==> src/rtl/uibi_lsu_master.sv <==
// Load/store master for the UIBI bus. It takes one CPU access, runs it as a
// single bus transfer, and returns a one-cycle completion pulse. That pulse
// carries the error status and the extended load data.
//
//   state | meaning
//   ------+--------------------------------------------------------------
//   IDLE  | waiting for cpu_req; the access is captured on the accepting edge
//   BUS   | bus_req asserted; waiting for bus_ready or for the wait limit
//   RESP  | cpu_done pulse with cpu_err/cpu_rdata, then back to IDLE
module uibi_lsu_master #(
    parameter int XLEN        = 32,
    parameter int SLAVE_WIDTH = 4,
    parameter int TIMEOUT     = 255
) (
    input  logic                        clk,
    input  logic                        rst,

    input  logic                        cpu_req,
    input  logic                        cpu_wen,
    input  logic [XLEN-1:0]             cpu_addr,
    input  logic [1:0]                  cpu_size,
    input  logic                        cpu_unsigned,
    input  logic [XLEN-1:0]             cpu_wdata,
    output logic                        cpu_busy,
    output logic                        cpu_done,
    output logic                        cpu_err,
    output logic [XLEN-1:0]             cpu_rdata,

    input  logic [XLEN-1:0]             bus_dat_i,
    output logic [XLEN-1:0]             bus_dat_o,
    output logic [XLEN-SLAVE_WIDTH-1:0] bus_addr,
    output logic [SLAVE_WIDTH-1:0]      bus_num,
    output logic                        bus_req,
    output logic                        bus_wen,
    output logic [2:0]                  bus_mode,
    input  logic                        bus_ready
);

    typedef enum logic [1:0] {
        IDLE = 2'd0,
        BUS  = 2'd1,
        RESP = 2'd2
    } state_t;

    localparam int CW = (TIMEOUT > 1) ? $clog2(TIMEOUT + 1) : 1;
    localparam logic [CW:0] TIMEOUT_VAL = (CW + 1)'(TIMEOUT);

    localparam logic [2:0] MODE_NULL = 3'b000;
    localparam logic [2:0] MODE_BYTE = 3'b001;
    localparam logic [2:0] MODE_HALF = 3'b011;
    localparam logic [2:0] MODE_WORD = 3'b111;

    state_t            state;
    state_t            state_next;

    logic              wen_q;
    logic [XLEN-1:0]   addr_q;
    logic [1:0]        size_q;
    logic              uns_q;
    logic [XLEN-1:0]   wdata_q;
    logic              err_q;
    logic [XLEN-1:0]   rdata_q;
    logic [CW-1:0]     wait_cnt;

    logic              misaligned;
    logic [4:0]        shamt;
    logic [XLEN-1:0]   lane_mask;
    logic [XLEN-1:0]   store_data;
    logic [XLEN-1:0]   load_shift;
    logic              sign_bit;
    logic [XLEN-1:0]   load_data;
    logic [CW:0]       wait_inc;
    logic              timeout_hit;
    logic [2:0]        mode_cur;

    // Alignment check on the live request; size 11 never goes on the bus.
    always_comb begin
        misaligned = 1'b0;
        case (cpu_size)
            2'b00:   misaligned = 1'b0;
            2'b01:   misaligned = cpu_addr[0];
            2'b10:   misaligned = (cpu_addr[1:0] != 2'b00);
            default: misaligned = 1'b1;
        endcase
    end

    // Byte-lane steering for the captured access: store placement and load extraction/extension.
    always_comb begin
        shamt      = {addr_q[1:0], 3'b000};
        lane_mask  = XLEN'(32'hFFFF_FFFF);
        sign_bit   = 1'b0;
        mode_cur   = MODE_WORD;
        load_shift = bus_dat_i >> shamt;
        case (size_q)
            2'b00: begin
                lane_mask = XLEN'(8'hFF);
                sign_bit  = load_shift[7];
                mode_cur  = MODE_BYTE;
            end
            2'b01: begin
                lane_mask = XLEN'(16'hFFFF);
                sign_bit  = load_shift[15];
                mode_cur  = MODE_HALF;
            end
            default: begin
                lane_mask = XLEN'(32'hFFFF_FFFF);
                sign_bit  = load_shift[31];
                mode_cur  = MODE_WORD;
            end
        endcase
        store_data = (wdata_q << shamt) & (lane_mask << shamt);
        load_data  = (load_shift & lane_mask) |
                     ((!uns_q && sign_bit) ? ~lane_mask : '0);
    end

    // The wait limit fires on the edge where the count would reach TIMEOUT,
    // so bus_req stays high for exactly TIMEOUT cycles.
    always_comb begin
        wait_inc    = {1'b0, wait_cnt} + (CW + 1)'(1);
        timeout_hit = (TIMEOUT != 0) && (wait_inc == TIMEOUT_VAL);
    end

    // State register.
    always_ff @(posedge clk or posedge rst) begin
        if (rst) begin
            state <= IDLE;
        end else begin
            state <= state_next;
        end
    end

    // Next-state decode and state-derived outputs; bus_ready wins over the wait limit.
    always_comb begin
        state_next = state;
        cpu_busy   = 1'b0;
        cpu_done   = 1'b0;
        cpu_err    = 1'b0;
        cpu_rdata  = '0;
        bus_req    = 1'b0;
        bus_wen    = 1'b0;
        bus_mode   = MODE_NULL;
        bus_dat_o  = '0;
        bus_addr   = '0;
        bus_num    = '0;
        case (state)
            IDLE: begin
                if (cpu_req) begin
                    state_next = misaligned ? RESP : BUS;
                end
            end
            BUS: begin
                cpu_busy = 1'b1;
                bus_req  = 1'b1;
                bus_wen  = wen_q;
                bus_mode = mode_cur;
                bus_dat_o = store_data;
                bus_addr = addr_q[XLEN-SLAVE_WIDTH-1:0];
                bus_num  = addr_q[XLEN-1 -: SLAVE_WIDTH];
                if (bus_ready || timeout_hit) begin
                    state_next = RESP;
                end
            end
            RESP: begin
                cpu_busy   = 1'b1;
                cpu_done   = 1'b1;
                cpu_err    = err_q;
                cpu_rdata  = rdata_q;
                state_next = IDLE;
            end
            default: begin
                state_next = IDLE;
            end
        endcase
    end

    // Access capture, wait counting and response registration.
    always_ff @(posedge clk or posedge rst) begin
        if (rst) begin
            wen_q    <= 1'b0;
            addr_q   <= '0;
            size_q   <= 2'b00;
            uns_q    <= 1'b0;
            wdata_q  <= '0;
            err_q    <= 1'b0;
            rdata_q  <= '0;
            wait_cnt <= '0;
        end else begin
            case (state)
                IDLE: begin
                    if (cpu_req) begin
                        wen_q    <= cpu_wen;
                        addr_q   <= cpu_addr;
                        size_q   <= cpu_size;
                        uns_q    <= cpu_unsigned;
                        wdata_q  <= cpu_wdata;
                        err_q    <= misaligned;
                        rdata_q  <= '0;
                        wait_cnt <= '0;
                    end
                end
                BUS: begin
                    if (bus_ready) begin
                        err_q   <= 1'b0;
                        rdata_q <= wen_q ? '0 : load_data;
                    end else if (timeout_hit) begin
                        err_q   <= 1'b1;
                        rdata_q <= '0;
                    end else begin
                        wait_cnt <= wait_inc[CW-1:0];
                    end
                end
                default: begin
                end
            endcase
        end
    end

endmodule

==> config.mk <==
export PLATFORM = sky130hd
export DESIGN_NAME = uibi_lsu_master
export DESIGN_NICKNAME = d
export VERILOG_FILES = /design/src/rtl/uibi_lsu_master.sv
export SDC_FILE = /design/constraint.sdc
export NUM_CORES = 1
export LEC_CHECK = 0
export ABC_CLOCK_PERIOD_IN_PS = 3200
export BUFFER_PORTS_ARGS = -buffer_cell sky130_fd_sc_hd__buf_2
export CAP_MARGIN = 25
export CORE_MARGIN = 2
export CORE_UTILIZATION = 52
export CTS_CLUSTER_SIZE = 30
export DETAILED_ROUTE_END_ITERATION = 8
export PLACE_DENSITY = 0.82
export SYNTH_ARGS = -nofsm -noshare
export SYNTH_HDL_FRONTEND = slang
export SYNTH_SLANG_ARGS = --single-unit
==> constraint.sdc <==
create_clock -name clk -period 3.2 [get_ports clk]
set_input_delay 0 -clock clk [delete_from_list [all_inputs] [get_ports clk]]
set_output_delay 0 -clock clk [all_outputs]
set_load 0.1 [all_outputs]
==> impl_metrics.py <==
metrics = {
    "setup_path": {
        "cp_slowest_cell": "ha_2",
        "critPathCaptureType": "output pin",
        "ff2ff_path_depth": 8,
        "critPathRequiredTime_ns": 3.20,
        "cp.depth": 6,
        "path_buf_inv": 2,
        "crit_fanout": 27,
        "cp.arrival_ns": 2.73,
        "crit_chain": "inv_1, ha_2, and2_2, o22ai_2, a211oi_4, buf_2",
        "critPathTopFamily": "compound AO/OA/AOI/OAI gates",
        "max_stage_delay_ns": 0.50,
        "worst-setup-path-type": "register to output pin",
        "cp-start-kind": "register",
    },
    "global_routing": {
        "grt_first_pass_wirelength_mm": 30.3,
        "grt-ovfl-total": 0,
        "antenna_found_initial": 0,
        "grtUsageTotal_pct": 29.3,
        "grt_max_degree": 69,
        "grt_pass1_vias": 5909,
    },
    "layout": {
        "diodes": 0,
        "stdcell_count": 1002,
        "fillers": 807,
        "nNetsFinal": 959,
        "drive_gt1_share_pct": 41.8,
        "multi_input_area_mm2": 0.00347,
        "regArea_mm2": 0.00278,
        "area_growth_pct": 35.0,
    },
    "logic_synthesis": {
        "ys_top_cells_by_count": "111 x dfrtp_1, 69 x and2_1, 69 x mux2_2, 45 x nor2_1, 37 x a21oi_1",
        "async_reset_ff_share_pct": 100,
        "synth.distinct_cells": 45,
        "yosys_register_bits": 111,
        "synth_top_area_share_pct": 43.4,
        "syn-mean-instance-area_um2": 10.8,
        "synthMostInstantiatedCell": "dfrtp_1",
        "synth.net_count": 703,
        "netlist_area_mm2": 0.00641,
        "synth_cells": 594,
        "ys.flop_type": "dfrtp_1",
        "synth-seq-area-share_pct": 43.4,
        "yosys.area.top_type": "dfrtp_1",
        "yosysWarnings": 0,
        "synth-edff-count": 0,
        "synthTopCellsByArea": "dfrtp_1 43%, mux2_2 12%, mux2_4 7.0%, and2_1 6.7%, mux2i_1 5.3%",
    },
    "clock_network": {
        "root_buffer": "clkbuf_16",
        "insertion_delay_ns": 0.35,
        "cts.sinks": 111,
        "cts_setup_buffers": 0,
        "cts_max_level": 3,
        "cts_hold_buf": 70,
        "clk_pin_slew_ns": 0.08,
        "cts.repair.resized": 0,
        "clockBufferDepth": 2,
        "cts_made_buffers": 9,
        "cts_tree": "built",
    },
    "place": {
        "dp_hpwl_mm": 12.5,
        "dp.cells": 916,
        "place.gp.congestion": 0.880,
        "port_buffers": 207,
    },
    "timing": {
        "hold_ws_ns": 0.0771,
        "period_share_pct": 85.4,
        "relSlewSlack_pct": 32.5,
        "timing.fmax_mhz": 366,
        "min_period_ns": 2.73,
        "clock-skew-final_ns": 0.0108,
        "tightest_slew_ns": 1.01,
        "setup_violations": 0,
        "final-max-slew-violation-count": 0,
        "rsz0062_at_grt": "no",
        "hold_violations": 0,
        "tns_ns": 0,
    },
    "power": {
        "leakage_nw": 4.25,
        "ir_drop_mv": 0.679,
        "powerDensity_mw_per_mm2": 934,
        "power.total_mw": 8.08,
    },
    "floorplan": {
        "start_util_pct": 53.3,
        "ios": 208,
        "die_area_mm2": 0.0132,
        "die_h_um": 115,
        "core_area_mm2": 0.0120,
        "die_x_um": 115,
        "rows": 40,
    },
    "hold_path": {
        "hold_depth": 4,
        "hp-class": "input port to register",
    },
    "routing": {
        "drt_pre_antenna_iters": 7,
        "routed_wl_mm": 19.2,
        "first_iter_violations": 433,
        "wl_per_cell_um": 19.2,
        "viasPerCell": 5.69,
        "post-route-drc-count": 0,
        "postRouteAntennaNets": 0,
        "num_vias": 5703,
    },
    "status": {
        "outcome": "finished clean",
    },
    "flow_run": {
        "drv_cap": 0,
    },
}
[final cells by class]
class                           instances  share of cell area [%]
Clock buffer                           10                    2.76
Clock inverter                          6                   0.781
Inverter                               10                   0.463
Multi-Input combinational cell        427                    40.1
Sequential cell                       111                    32.1
Tap cell                              147                    2.13
Timing Repair Buffer                  291                    21.6
[power breakdown]
part / leakage (nW) / internal (mW) / switching, mW / total, mW
Clock: 0.145 / 0.634 / 0.533 / 1.17
Combinational: 2.72 / 1.44 / 3.13 / 4.57
Sequential: 1.39 / 1.91 / 0.433 / 2.34
Total: 4.25 / 3.98 / 4.10 / 8.08
[placed cells by master (no fill, tap or decap), drive strengths merged, types with 10 or more instances in the layout]
| master | n |
|---|---|
| buf | 221 |
| dfrtp | 111 |
| mux2 | 102 |
| dlygate4sd3 | 70 |
| and2 | 69 |
| nor2 | 45 |
| a21oi | 37 |
| mux2i | 34 |
| a211oi | 32 |
| nand2 | 18 |
| nor2b | 16 |
| o21a | 11 |
| inv | 11 |
| and3 | 10 |
| clkbuf | 10 |
[worst min-delay path: cells and delay by family]
kind / cells / cell delay [ns]
AOI/OAI and AO/OA: 3 / 0.28
buffers and inverters: 1 / 0.12
[layer usage]
layer | vias up | part of all wire (%) | global-route usage, %
li1 | 2578 | - | -
met3 | 50 | 7.7 | 6.48
met2 | 294 | 48 | 49.9
met4 | 0 | 2.7 | 9.80
met5 | - | 0 | 0
met1 | 2781 | 41 | 37.3
[registers in the layout, indices dropped and copies added (netlist names)]
signal	count
wdata_q	32
uns_q	1
addr_q	32
wen_q	1
size_q	2
err_q	1
rdata_q	32
state	2
wait_cnt	8
[logic make-up after synthesis]
logic type / share of synthesized area (%)
and+or+nand+nor: 15.1
muxes: 25.0
DFF: 43.4
AOI/OAI and AO/OA: 10.9
buffers and inverters: 4.26
adders and majority gates: 0.977
xor gates and xnor gates: 0.410
[path summary, 6_finish.rpt]
check	start	to	slack (ns)
min	bus_ready	wait_cnt[5]$_DFFE_PP0P_	0.08
min reg2reg	err_q$_DFFE_PP0P_	err_q$_DFFE_PP0P_	0.49
max	state[1]$_DFFE_PP0P_	bus_dat_o[26]	0.47
max in group asynchronous	rst	wdata_q[14]$_DFFE_PP0P_	2.08
max reg2reg	wait_cnt[1]$_DFFE_PP0P_	rdata_q[31]$_DFFE_PP0P_	0.67
min in group asynchronous	rst	addr_q[17]$_DFFE_PP0P_	0.36
[metrics by stage]
stage               util (%)  cell area (um^2)  worst slack (ns)
finish                  72.0              8650             0.469
global route            72.0              8650             0.294
CTS                     72.0              8650             0.502
detailed placement      63.6              7640             0.731
global placement        63.5              7630             0.864
floorplan                  -              6520           -0.0257
(Power assumes the default switching activity.)
